<file path="src/rtl/rtc_bus_pkg.sv">
// Shared encodings for the RTC parallel-bus sequencer: phase states, op codes,
// idle strobe levels and the per-state bus level table.
package rtc_bus_pkg;

  typedef enum logic [3:0] {
    ST_IDLE  = 4'd0,
    ST_A_SET = 4'd1,
    ST_A_STB = 4'd2,
    ST_A_HLD = 4'd3,
    ST_GAP   = 4'd4,
    ST_D_SET = 4'd5,
    ST_D_STB = 4'd6,
    ST_D_HLD = 4'd7,
    ST_DONE  = 4'd8
  } state_e;

  typedef enum logic {
    OP_RD = 1'b0,
    OP_WR = 1'b1
  } op_e;

  localparam logic STB_IDLE          = 1'b1;
  localparam int   DEFAULT_PHASE_CYC = 4;

  typedef struct packed {
    logic       ado;
    logic       cso;
    logic       rdo;
    logic       wro;
    logic       oe;
    logic [7:0] ad;
  } bus_t;

  function automatic state_e next_phase(input state_e st);
    state_e nxt;
    case (st)
      ST_A_SET: nxt = ST_A_STB;
      ST_A_STB: nxt = ST_A_HLD;
      ST_A_HLD: nxt = ST_GAP;
      ST_GAP:   nxt = ST_D_SET;
      ST_D_SET: nxt = ST_D_STB;
      ST_D_STB: nxt = ST_D_HLD;
      ST_D_HLD: nxt = ST_DONE;
      default:  nxt = ST_IDLE;
    endcase
    return nxt;
  endfunction

  // Bus levels to present while in a given state; the address is always
  // strobed with WR, and only a write drives the pad during the data half.
  function automatic bus_t bus_levels(input state_e st, input op_e op,
                                      input logic [7:0] addr, input logic [7:0] data);
    bus_t b;
    b.ado = STB_IDLE;
    b.cso = STB_IDLE;
    b.rdo = STB_IDLE;
    b.wro = STB_IDLE;
    b.oe  = 1'b0;
    b.ad  = 8'h00;
    case (st)
      ST_A_SET, ST_A_STB, ST_A_HLD: begin
        b.cso = 1'b0;
        b.ado = 1'b0;
        b.oe  = 1'b1;
        b.ad  = addr;
        if (st == ST_A_STB) b.wro = 1'b0;
      end
      ST_GAP: begin
        b.oe = (op == OP_WR);
        b.ad = (op == OP_WR) ? data : 8'h00;
      end
      ST_D_SET, ST_D_STB, ST_D_HLD: begin
        b.cso = 1'b0;
        b.oe  = (op == OP_WR);
        b.ad  = (op == OP_WR) ? data : 8'h00;
        if (st == ST_D_STB) begin
          if (op == OP_WR) b.wro = 1'b0;
          else             b.rdo = 1'b0;
        end
      end
      default: ;
    endcase
    return b;
  endfunction

endpackage

</file>
<file path="src/rtl/rtc_phase_timer.sv">
// Loadable down-counter timing one bus phase; expire is high while the count is zero.
module rtc_phase_timer #(
  parameter int CNT_W = 8
) (
  input  logic             clock,
  input  logic             reset,
  input  logic             i_load,
  input  logic [CNT_W-1:0] i_value,
  output logic             o_expire
);

  logic [CNT_W-1:0] r_cnt;

  always_ff @(posedge clock) begin
    if (reset)               r_cnt <= '0;
    else if (i_load)         r_cnt <= i_value;
    else if (r_cnt != '0)    r_cnt <= r_cnt - CNT_W'(1);
  end

  assign o_expire = (r_cnt == '0);

endmodule

</file>
<file path="src/rtl/rtc_bus_sequencer.sv">
// Arbitrates write/read requesters onto the RTC multiplexed bus and runs one
// address+data cycle per grant. Define RTC_RR_ARB_EN for round-robin arbitration.
module rtc_bus_sequencer
  import rtc_bus_pkg::*;
#(
  parameter int PHASE_CYC = DEFAULT_PHASE_CYC,
  parameter int CNT_W     = 8
) (
  input  logic       clock,
  input  logic       reset,
  input  logic       wr_req,
  input  logic [7:0] wr_addr,
  input  logic [7:0] wr_data,
  output logic       wr_ack,
  input  logic       rd_req,
  input  logic [7:0] rd_addr,
  output logic [7:0] rd_data,
  output logic       rd_valid,
  output logic       busy,
  input  logic [7:0] AdressDatai,
  output logic       ad_oe,
  output logic       ADo,
  output logic       CSo,
  output logic       RDo,
  output logic       WRo,
  output logic [7:0] AdressDatao
);

  localparam logic [CNT_W-1:0] PHASE_LD = CNT_W'(PHASE_CYC - 1);

  state_e     r_state;
  state_e     w_state_nxt;
  op_e        r_op;
  op_e        w_op_nxt;
  logic [7:0] r_addr;
  logic [7:0] r_data;
  logic [7:0] r_rd_cap;
  logic [7:0] w_addr_nxt;
  logic [7:0] w_data_nxt;
  logic       w_grant;
  logic       w_grant_wr;
  logic       w_phased;
  logic       w_expire;
  logic       w_load;
  bus_t       w_bus_nxt;

  assign w_grant  = (r_state == ST_IDLE) && (wr_req || rd_req);
  assign w_phased = (r_state != ST_IDLE) && (r_state != ST_DONE);
  assign w_load   = w_grant || (w_phased && w_expire);

`ifdef RTC_RR_ARB_EN
  // Remembers whether the last grant went to the writer; cleared so a first tie goes to write.
  logic r_last_wr;

  assign w_grant_wr = wr_req && (!rd_req || !r_last_wr);

  always_ff @(posedge clock) begin
    if (reset)        r_last_wr <= 1'b0;
    else if (w_grant) r_last_wr <= w_grant_wr;
  end
`else
  assign w_grant_wr = wr_req;
`endif

  rtc_phase_timer #(
    .CNT_W (CNT_W)
  ) u_timer (
    .clock    (clock),
    .reset    (reset),
    .i_load   (w_load),
    .i_value  (PHASE_LD),
    .o_expire (w_expire)
  );

  always_comb begin
    w_state_nxt = r_state;
    if (w_grant)                    w_state_nxt = ST_A_SET;
    else if (r_state == ST_DONE)    w_state_nxt = ST_IDLE;
    else if (w_phased && w_expire)  w_state_nxt = next_phase(r_state);
  end

  // On the grant edge the bus levels must already use the incoming request fields.
  assign w_op_nxt   = w_grant ? (w_grant_wr ? OP_WR : OP_RD) : r_op;
  assign w_addr_nxt = w_grant ? (w_grant_wr ? wr_addr : rd_addr) : r_addr;
  assign w_data_nxt = w_grant ? wr_data : r_data;
  assign w_bus_nxt  = bus_levels(w_state_nxt, w_op_nxt, w_addr_nxt, w_data_nxt);

  always_ff @(posedge clock) begin
    r_addr <= w_addr_nxt;
    r_data <= w_data_nxt;
    if ((r_state == ST_D_STB) && w_expire && (r_op == OP_RD))
      r_rd_cap <= AdressDatai;
  end

  always_ff @(posedge clock) begin
    if (reset) begin
      r_state     <= ST_IDLE;
      r_op        <= OP_RD;
      ADo         <= STB_IDLE;
      CSo         <= STB_IDLE;
      RDo         <= STB_IDLE;
      WRo         <= STB_IDLE;
      ad_oe       <= 1'b0;
      AdressDatao <= 8'h00;
      wr_ack      <= 1'b0;
      rd_valid    <= 1'b0;
      rd_data     <= 8'h00;
      busy        <= 1'b0;
    end else begin
      r_state     <= w_state_nxt;
      r_op        <= w_op_nxt;
      ADo         <= w_bus_nxt.ado;
      CSo         <= w_bus_nxt.cso;
      RDo         <= w_bus_nxt.rdo;
      WRo         <= w_bus_nxt.wro;
      ad_oe       <= w_bus_nxt.oe;
      AdressDatao <= w_bus_nxt.ad;
      busy        <= (w_state_nxt != ST_IDLE);
      wr_ack      <= (w_state_nxt == ST_DONE) && (r_op == OP_WR);
      rd_valid    <= (w_state_nxt == ST_DONE) && (r_op == OP_RD);
      if ((w_state_nxt == ST_DONE) && (r_op == OP_RD))
        rd_data <= r_rd_cap;
    end
  end

endmodule

</file>
<file path="config.mk">
export PLATFORM = sky130hd
export DESIGN_NAME = rtc_bus_sequencer
export DESIGN_NICKNAME = d
export VERILOG_FILES = /design/src/rtl/rtc_bus_pkg.sv /design/src/rtl/rtc_phase_timer.sv /design/src/rtl/rtc_bus_sequencer.sv
export SDC_FILE = /design/constraint.sdc
export NUM_CORES = 1
export LEC_CHECK = 0
export ABC_CLOCK_PERIOD_IN_PS = 2700
export BUFFER_PORTS_ARGS = -buffer_cell sky130_fd_sc_hd__buf_2
export CAP_MARGIN = 20
export CORE_MARGIN = 3
export CORE_UTILIZATION = 52
export CTS_CLUSTER_DIAMETER = 30
export CTS_CLUSTER_SIZE = 40
export DETAILED_ROUTE_END_ITERATION = 12
export PLACE_DENSITY = 0.77
export SLEW_MARGIN = 10
export SYNTH_ARGS = -nofsm -noshare
export SYNTH_HDL_FRONTEND = slang
export SYNTH_HIERARCHICAL = 1
export SYNTH_SLANG_ARGS = --single-unit
</file>
<file path="constraint.sdc">
create_clock -name clock -period 2.7 [get_ports clock]
set_clock_uncertainty 0.05 [all_clocks]
set_input_delay 0.135 -clock clock [delete_from_list [all_inputs] [get_ports clock]]
set_output_delay 0.135 -clock clock [all_outputs]
set_load 0.03 [all_outputs]
</file>
### After elaboration in Yosys (flattened, before gate mapping)

Cells that the tools add are included.

| cells by class | value |
|---|---|
| add/sub/neg operators | 1 |
| equal/unequal tests | 17 |
| multiplexer cells | 20 |
| bitwise logic cells | 3 |
| reductions and logical operators | 21 |

Operators with widths:

| kind | count |
|---|---|
| $eq 4x3->1 const B | 8 |
| $mux 8 | 4 |
| $pmux 4 s7 | 1 |
| $pmux 9 s2 | 1 |
| $eq 4x2->1 const B | 4 |
| $mux 4 | 3 |
| $reduce_or 3->1 | 3 |
| $eq 4x1->1 const B | 2 |
| $eq 4x4->1 const B | 2 |
| $logic_not 8->1 | 1 |
| $mux 1 | 8 |
| $reduce_bool 4->1 | 2 |
| $reduce_bool 8->1 | 1 |
| $sub 8x1->8 const B | 1 |
| $logic_and 1x1->1 | 7 |
| $reduce_or 6->1 | 1 |
| $logic_not 4->1 | 1 |
| $mux 2 | 2 |
| $ne 4x4->1 const B | 1 |
| $reduce_or 4->1 | 1 |
| $not 1->1 | 3 |
| $logic_or 1x1->1 | 2 |
| $pmux 1 s2 | 1 |
| $reduce_bool 2->1 | 1 |
| $reduce_or 2->1 | 1 |

| storage, ports and cells | value |
|---|---|
| flip-flop bits (word level) | 61 |
| output and inout port bits | 24 |

### Depth between registers and ports, before layout

Gate-level depths: netlist (run 1).

| depth | value |
|---|---|
| word-level depth | 10 |
| depth in mapped cells | 12 |

### Modules after synthesis

Netlist (run 1), hierarchy kept.

Modules (own cells, without submodules):

| module | instances | cells each | area each (um^2) |
|---|---|---|---|
| rtc_bus_sequencer | 1 | 174 | 1976.9 |
| rtc_phase_timer | 1 | 53 | 475.5 |

### Least setup slack after synthesis (run 1)

No wires, ideal clock.

| timing | value |
|---|---|
| path type | reg-to-reg |
| start | reg u_timer.r_cnt[3] |
| end | reg r_rd_cap[0], enable pin |
| arrival | 1.885 ns |
| data required time | 2.267 ns |
| slack | 0.382 ns |
| stages on the path, launching flop included | 7 |
| buffers on the path | 2 |
| clock period less this slack | 2.318 ns |
| path through | dfxtp_1 -> nor4_4 -> and4bb_1 -> buf_6 -> buf_2 -> nand4b_1 -> nor3_1 |

| between the ends | value |
|---|---|
| cells in the longest elaborated chain, start to end | 3 |

Ends and longest elaborated chain:

| element | RTL line | RTL |
|---|---|---|
| from (decl) | rtc_phase_timer.sv:12 | `logic [CNT_W-1:0] r_cnt;` |
| from (signal assigned) | rtc_phase_timer.sv:16 | `else if (i_load) r_cnt <= i_value;` |
| from (signal assigned) | rtc_phase_timer.sv:17 | `else if (r_cnt != '0) r_cnt <= r_cnt - CNT_W'(1);` |
| $logic_not 8->1 | rtc_phase_timer.sv:20 | `assign o_expire = (r_cnt == '0);` |
| named net w_expire | rtc_bus_sequencer.sv:43 | `logic w_expire;` |
| $logic_and 1x1->1 (2 in a row) | rtc_bus_sequencer.sv:91 | `if ((r_state == ST_D_STB) && w_expire && (r_op == OP_RD))` |
| to (signal assigned) | rtc_bus_sequencer.sv:92 | `r_rd_cap <= AdressDatai;` |
| to (decl) | rtc_bus_sequencer.sv:37 | `logic [7:0] r_rd_cap;` |

The timed path passes the listed nets, and every way through them passes these cells.
A chain may end at the register's enable or synchronous reset.

### Worst setup path after layout (run 1)

| timing | value |
|---|---|
| start | reg u_timer.r_cnt[3] |
| end | reg rd_data[7] |

| between the ends | value |
|---|---|
| cells in the longest elaborated chain, start to end | 7 |

Ends and longest elaborated chain:

| element | RTL line | RTL |
|---|---|---|
| $logic_not 8->1 | rtc_phase_timer.sv:20 |  |
| named net w_expire | rtc_bus_sequencer.sv:43 |  |
| $logic_and 1x1->1 | rtc_bus_sequencer.sv:79 | `else if (w_phased && w_expire) w_state_nxt = next_phase(r_state);` |
| $mux 4 | rtc_bus_sequencer.sv:79 |  |
| $mux 4 | rtc_bus_sequencer.sv:78 | `else if (r_state == ST_DONE) w_state_nxt = ST_IDLE;` |
| $mux 4 | rtc_bus_sequencer.sv:77 | `if (w_grant) w_state_nxt = ST_A_SET;` |
| $eq 4x4->1 | rtc_bus_sequencer.sv:121 | `if ((w_state_nxt == ST_DONE) && (r_op == OP_RD))` |
| $logic_and 1x1->1 | rtc_bus_sequencer.sv:121 |  |
| to (signal assigned) | rtc_bus_sequencer.sv:122 | `rd_data <= r_rd_cap;` |
| to (decl) | rtc_bus_sequencer.sv:17 | `output logic [7:0] rd_data,` |

The timed path passes the listed nets, and every way through them passes these cells.

==> results.tsv, run 1 <==
metric	value	unit
Synth Register Bits	61	
vias in the first global route	1810	
initial core utilization	55.2	%
Final setup viols	0	
Worst Path Max Fanout	10	
max incr delay on CP	0.43	ns
Synth cell types	49	
vias per cell	5.16	
PortBufs	59	
worst-case reg-to-reg path depth	7	
via count	1885	
Final Util	70.6	%
DP Area	2770	um2
Final TNS setup	0	ns
post-synthesis mux area share	10.6	%
grt met1 use	22.9	%
Crit path depth	7	
Yosys top cell area share	43.3	%
capturing point of the worst reg2reg path	rd_data[7]$_SDFFE_PP0P_	
status	finished, final reports clean	
Post-synth EDFFs	8	
simple-gate area share of the yosys netlist	16.2	%
CP endpoint	rd_data[7]$_SDFFE_PP0P_	
switching power	1.18	mW
RSZ-0062 raised after global routing	no	
CTS H-tree depth	3	
Synth Cell Area	2450	um2
core box area	4440	um2
GR Util met2	31.1	%
ratio of cells with drive above 1 in the final layout	30.7	%
leading area contributor after synthesis	dfxtp_1	
CP required	2.85	ns
GRT Overall Usage	18.8	%
Worst setup EP type	flop	
r2r startpoint	u_timer/r_cnt[3]$_SDFFE_PP0P_	
startpoint types	flop	
Final Cell Area	3140	um2
CTS tree	yes	
clock-pin slew on the worst setup and hold paths	0.06	ns
Max Transition Viols Final	0	
Rel. slew slack	57.2	%
Sw Share	35.2	%
kind of critical path	reg -> reg	
VDD IR-drop max	0.795	mV
Seq/Total Area, Yosys	53.1	%
DP HPWL	3.32	mm
max frequency	425	MHz
R2R Setup Slk	0.35	ns
crit path buf inv count	0	
leakage	1.36	nW
sequential share of power	40.4	%
post-route ant nets	0	
async set-reset flop share out of synthesis	0	%
xor/xnor share of the synthesized area	1.79	%
Die Ht	74.7	um
GR Util met3	6.94	%
DR WL/cell	13.1	um
Site Rows	24	
post-synthesis adder-cell area fraction	0.510	%
post-CTS setup buffers	0	
# DRC	0	
Area Overhead vs Synth	27.9	%
Combinational Power Share	36.1	%
Nets	345	
I/O pins	60	
die width	74.7	um
Pwr Density	1070	nW/um2
number of diodes	0	
initial antenna violation count	0	
main combinational cell family by area after synthesis	simple AND/OR/NAND/NOR gates	
maxcap violations	0	
global-route wire length before repair	7.84	mm
compound-cell area share of the yosys netlist	12.7	%
largest net degree at the start of global routing	30	
total CTS buffers	9	
Clock Tree Buf Depth	2	
Root Buffer	clkbuf_8	
full die area	5580	um2
Detailed Route WL	4.80	mm
internal power	2.17	mW
Top Usage Layer GRT	met2	
Starting DRT DRC Count	179	
clock network power share	23.5	%
crit share post-route	87.2	%
Synthesis Warnings	6	
DRT Pass-1 Iters	4	
crit path cell chain	nor4_4 > and4bb_1 > and4b_1 > nand2_1 > nor2_4 > mux2i_1 > nor2_1	
delay-heaviest family, CP	simple AND/OR/NAND/NOR gates	
Slowest-stage cell, CP	and4bb_1	
Synth Area per Inst	10.8	um2
Final Hold Viols	0	
Worst Hold Class	in -> reg	
slew of the pin with the lowest slew margin	0.638	ns
cell count after synthesis	227	
Top FF cell, synth	dfxtp_1	
crit path DAT	2.50	ns
Synth area leaders	dfxtp_1 43%, edfxtp_1 9.8%, mux2i_1 6.9%	
worst skew pair latency	0.33	ns
routability cong.	0.803	
fin crit period	2.35	ns
Clock Sinks	61	
gr ovfl total	0	
Setup crit start	u_timer/r_cnt[3]$_SDFFE_PP0P_	
-- power groups by stage --
| stage | clock, mW | combinational (mW) | sequential (mW) |
|---|---|---|---|
| 2_1_floorplan | 0 | 0.871 | 1.48 |
| 3_3_place_gp | 0 | 1.17 | 1.37 |
| 3_5_place_dp | 0 | 1.20 | 1.37 |
| 4_1_cts | 0.806 | 1.22 | 1.35 |
| 5_1_grt | 0.850 | 1.34 | 1.38 |
| 6_report | 0.788 | 1.21 | 1.35 |
-- per-layer routing --
layer / vias up / wire [um]
met4: 0 / 65
li1: 965 / -
met5: - / 0
met2: 45 / 2410
met1: 869 / 2080
met3: 6 / 240
-- worst reg2reg max path, stage by stage, from the launching register on --
cell      delay [ns]
dfxtp_1         0.36
nor4_4          0.35
and4bb_1        0.43
and4b_1         0.28
nand2_1         0.13
nor2_4          0.32
mux2i_1         0.24
nor2_1          0.06
-- area by class of cell --
cell class | count | area [um2]
Clock inverter | 2 | 12.5
Fill cell | 342 | 1310
Sequential cell | 61 | 1300
Tap cell | 52 | 65.1
Multi-Input combinational cell | 151 | 1060
Clock buffer | 14 | 194
Inverter | 6 | 22.5
Timing Repair Buffer | 79 | 485
-- worst min path at each step --
stage                   start  cells after the start  slack, ns               endpoint
6_report           rd_addr[0]                      3       0.10      r_addr[0]$_DFF_P_
5_1_grt            rd_addr[6]                      3       0.11      r_addr[6]$_DFF_P_
4_1_cts            rd_addr[0]                      3       0.09      r_addr[0]$_DFF_P_
3_5_place_dp   AdressDatai[2]                      1       0.26  r_rd_cap[2]$_DFFE_PP_
3_3_place_gp   AdressDatai[3]                      1       0.26  r_rd_cap[3]$_DFFE_PP_
2_1_floorplan  AdressDatai[0]                      0       0.18  r_rd_cap[0]$_DFFE_PP_
-- registers in the layout, summed over array words and instances, names as in the netlist --
signal	count
WRo	1
busy	1
r_data	8
r_addr	8
AdressDatao	8
CSo	1
rd_valid	1
r_rd_cap	8
wr_ack	1
ad_oe	1
rd_data	8
r_op	1
u_timer/r_cnt	8
r_state	4
RDo	1
ADo	1
-- synthesized netlist by cell type (all sizes together), types with 2 or more instances --
cell    count
a211oi      2
a21oi      14
a22o        2
a32o        8
and4b       2
buf        10
clkbuf      5
conb        2
dfxtp      53
edfxtp      8
inv         6
mux2        8
mux2i      17
nand2      17
nand3       2
nand4b      2
nor2       26
nor2b       2
nor3        9
nor3b       2
nor4        3
o21a        2
o32ai       4
xnor2       3
xor2        2
-- cells by family (layout without fill, tap and decap cells) --
logic type | count (synthesis) | count (layout)
and+or+nand+nor | 72 | 72
buffers and inverters | 21 | 101
adders and majority gates | 1 | 1
muxes | 25 | 25
AOI/OAI and AO/OA | 40 | 40
DFF | 61 | 61
xor gates and xnor gates | 5 | 5
other | 2 | 8
-- per-stage QoR --
| step | setup slack (ns) | hold slack (ns) | instances | power, mW |
|---|---|---|---|---|
| 3_3_place_gp | 0.407 | 0.262 | 333 | 2.54 |
| 5_1_grt | 0.132 | 0.108 | 365 | 3.58 |
| 6_report | 0.346 | 0.102 | 365 | 3.35 |
| 2_1_floorplan | 0.382 | 0.184 | 233 | 2.35 |
| 3_5_place_dp | 0.325 | 0.263 | 333 | 2.57 |
| 4_1_cts | 0.306 | 0.0944 | 365 | 3.38 |
-- timing repair --
item | in CTS | in global routing
endpoints found under the hold margin | 16 | 0
hold buffers | 16 | 0
gates resized for setup | 0 | 0
-- cell usage in the layout, fill, tap and decap left out, drive strengths merged, types with 3 or more instances in the layout --
cell / n
clkbuf: 14
nand2: 17
mux2: 8
dlygate4sd3: 16
a32o: 8
conb: 8
xnor2: 3
edfxtp: 8
dfxtp: 53
nor3: 9
a21oi: 14
mux2i: 17
nor4: 3
o32ai: 4
nor2: 26
buf: 63
inv: 6
(Power assumes the default switching activity.)
==> inputs of run 2 (changes only) <==
--- a/config.mk
+++ b/config.mk
@@ -9,13 +9,12 @@
 export BUFFER_PORTS_ARGS = -buffer_cell sky130_fd_sc_hd__buf_2
 export CAP_MARGIN = 20
 export CORE_MARGIN = 3
-export CORE_UTILIZATION = 52
+export CORE_UTILIZATION = 53
 export CTS_CLUSTER_DIAMETER = 30
 export CTS_CLUSTER_SIZE = 40
 export DETAILED_ROUTE_END_ITERATION = 12
-export PLACE_DENSITY = 0.77
+export PLACE_DENSITY = 0.78
 export SLEW_MARGIN = 10
 export SYNTH_ARGS = -nofsm -noshare
 export SYNTH_HDL_FRONTEND = slang
-export SYNTH_HIERARCHICAL = 1
 export SYNTH_SLANG_ARGS = --single-unit
==> results.tsv, run 2 <==
metric	value	unit
status	finished, final reports clean	
largest net degree at the start of global routing	31	
Detailed Route WL	5.95	mm
global-route wire length before repair	10.2	mm
gr ovfl total	0	
VDD IR-drop max	0.680	mV
Synth Register Bits	61	
grt met1 use	26.4	%
post-synthesis mux area share	6.07	%
Final Power	3.95	mW
leakage	1.46	nW
full die area	5860	um2
CTS H-tree depth	3	
Final Hold Viols	0	
core box area	4750	um2
R2R Setup Slk	0.32	ns
most used cell, CP	nand2_1	
Top FF cell, synth	dfxtp_1	
xor/xnor share of the synthesized area	1.99	%
max incr delay on CP	0.45	ns
crit share post-route	88.0	%
initial core utilization	55.4	%
Worst setup EP type	flop	
Synth cell types	49	
Top Usage Layer GRT	met2	
Die Ht	76.5	um
delay-heaviest family, CP	simple AND/OR/NAND/NOR gates	
Clock Sinks	61	
RSZ-0062 raised after global routing	no	
min-delay src	reset	
worst skew pair latency	0.34	ns
internal power	2.36	mW
kind of critical path	reg -> reg	
capturing point of the worst reg2reg path	wr_ack$_SDFF_PP0_	
Synthesis Warnings	0	
Synth area leaders	dfxtp_1 40%, edfxtp_1 9.1%, mux2i_1 6.1%	
Synth Cell Area	2640	um2
leading area contributor after synthesis	dfxtp_1	
Post-Place Worst Slack	0.336	ns
Post-synth top cells	53 x dfxtp_1, 25 x a21oi_1, 25 x nor2_1, 19 x inv_1, 16 x mux2i_1	
Worst Hold Class	in -> reg	
Site Rows	25	
Yosys top cell area share	40.2	%
Root Buffer	clkbuf_8	
compound-cell area share of the yosys netlist	17.1	%
Clock Tree Buf Depth	2	
switching power	1.59	mW
GRT Overall Usage	22.0	%
simple-gate area share of the yosys netlist	18.2	%
Syn Nets	309	
clock-pin slew on the worst setup and hold paths	0.07	ns
total CTS buffers	9	
via count	2257	
most frequent cell after synthesis	dfxtp_1	
Slowest-stage cell, CP	o21ai_2	
crit path cell chain	inv_1 > ha_1 > nor3b_1 > nand2_1 > o21ai_2 > nand2_1 > nor4b_1	
maxcap violations	0	
number of diodes	0	
async set-reset flop share out of synthesis	0	%
ratio of cells with drive above 1 in the final layout	26.7	%
crit path buf inv count	1	
Area Overhead vs Synth	27.1	%
DRT Pass-1 Iters	4	
Worst Path Max Fanout	13	
Seq/Total Area, Yosys	49.4	%
Final TNS setup	0	ns
die width	76.5	um
Final setup viols	0	
cell count after synthesis	271	
max frequency	421	MHz
GR Util met3	8.51	%
Filler cells	373	
CTS tree	yes	
final hold slack	0.207	ns
Post-synth EDFFs	8	
Combinational Power Share	42.7	%
sequential share of power	34.5	%
CP required	2.90	ns
post-synthesis adder-cell area fraction	0.949	%
# DRC	0	
routability cong.	0.860	
clock network power share	22.8	%
Starting DRT DRC Count	177	
Rel. slew slack	56.9	%
hold path depth	2	
DP HPWL	3.82	mm
slew of the pin with the lowest slew margin	0.644	ns
Final Util	70.4	%
Sw Share	40.3	%
startpoint types	flop	
I/O pins	60	
DR WL/cell	14.3	um
most frequent cells in the layout	59 x buf_2, 53 x dfxtp_1, 25 x nor2_1, 25 x a21oi_1, 19 x inv_1	
PortBufs	59	
initial antenna violation count	0	
vias per cell	5.44	
Nets	381	
post-route ant nets	0	
GR Util met2	35.9	%
most common cell after layout, fill and taps aside	buf_2	
Synth Area per Inst	9.73	um2
crit path DAT	2.58	ns
main combinational cell family by area after synthesis	simple AND/OR/NAND/NOR gates	
hold path endpoint	r_state[3]$_SDFF_PP0_	
fin crit period	2.38	ns
Max Transition Viols Final	0	
Pwr Density	1180	nW/um2
r2r startpoint	u_timer.r_cnt[0]$_SDFFE_PP0P_	
worst-case reg-to-reg path depth	7	
worst setup margin	0.323	ns
vias in the first global route	2245	
-- run 2: changes by cell type after synthesis, moves of 4 or more --
cell,before,now
clkbuf_1,5,12
a21oi_1,14,25
o22a_1,0,8
inv_1,5,19
nand2_1,17,9
nor3_1,8,1
nand4_1,0,9
mux2_2,8,0
o31ai_1,0,11
a32o_1,8,0
nor4_1,1,11
o32ai_1,4,0
-- run 2: power groups by stage --
stage	clock, mW	combinational [mW]	sequential (mW)
after floorplan	0	1.26	1.45
after global placement	0	1.63	1.37
after detailed placement	0	1.65	1.37
after CTS	0.913	1.68	1.36
after global routing	0.957	1.87	1.40
final	0.900	1.69	1.36
-- run 2: worst max path at each step --
stage / cells past startpoint / slack, ns / from / to
5_1_grt: 7 / 0.003 / u_timer.r_cnt[0]$_SDFFE_PP0P_ / wr_ack$_SDFF_PP0_
3_3_place_gp: 6 / 0.40 / u_timer.r_cnt[0]$_SDFFE_PP0P_ / r_rd_cap[2]$_DFFE_PP_
3_5_place_dp: 7 / 0.34 / u_timer.r_cnt[0]$_SDFFE_PP0P_ / wr_ack$_SDFF_PP0_
6_report: 7 / 0.32 / u_timer.r_cnt[0]$_SDFFE_PP0P_ / wr_ack$_SDFF_PP0_
2_1_floorplan: 6 / 0.03 / u_timer.r_cnt[0]$_SDFFE_PP0P_ / r_rd_cap[0]$_DFFE_PP_
4_1_cts: 7 / 0.31 / u_timer.r_cnt[0]$_SDFFE_PP0P_ / wr_ack$_SDFF_PP0_
-- run 2: area by class of cell --
cell class | count | area, um2 | share of cell area, %
Inverter | 19 | 71.3 | 2.13
Clock inverter | 7 | 100 | 2.99
Sequential cell | 61 | 1300 | 38.8
Timing Repair Buffer | 81 | 500 | 14.9
Clock buffer | 9 | 124 | 3.70
Tap cell | 67 | 83.8 | 2.50
Multi-Input combinational cell | 171 | 1170 | 34.9
-- run 2: repair_timing --
| action | 4_1_cts | 5_1_grt |
|---|---|---|
| hold buffers | 16 | 0 |
| setup endpoints to repair | 0 | 0 |
| setup buffers | 0 | 0 |
| hold endpoints to repair | 16 | 0 |
| resized for setup | 0 | 0 |
-- run 2: cell families after synthesis --
logic type	after synthesis
and+or+nand+nor	82
AOI/OAI and AO/OA	65
DFF	61
buffers and inverters	39
muxes	16
xor gates and xnor gates	6
adders and majority gates	2
-- run 2: worst register-to-register path, cell delays in order, from the launching register on --
cell     delay [ns]
dfxtp_1        0.33
inv_1          0.10
ha_1           0.19
nor3b_1        0.38
nand2_1        0.37
o21ai_2        0.45
nand2_1        0.15
nor4b_1        0.27
-- run 2: layer usage --
layer | vias to the layer above | wire length (um)
met5 | - | 0
met4 | 0 | 127
met3 | 13 | 365
met2 | 75 | 2880
met1 | 1042 | 2580
li1 | 1127 | -
-- run 2: metrics by stage --
| stage | instance area [um2] | cells |
|---|---|---|
| floorplan | 2640 | 271 |
| global placement | 2970 | 383 |
| detailed placement | 2970 | 383 |
| CTS | 3350 | 415 |
| global route | 3350 | 415 |
| finish | 3350 | 415 |
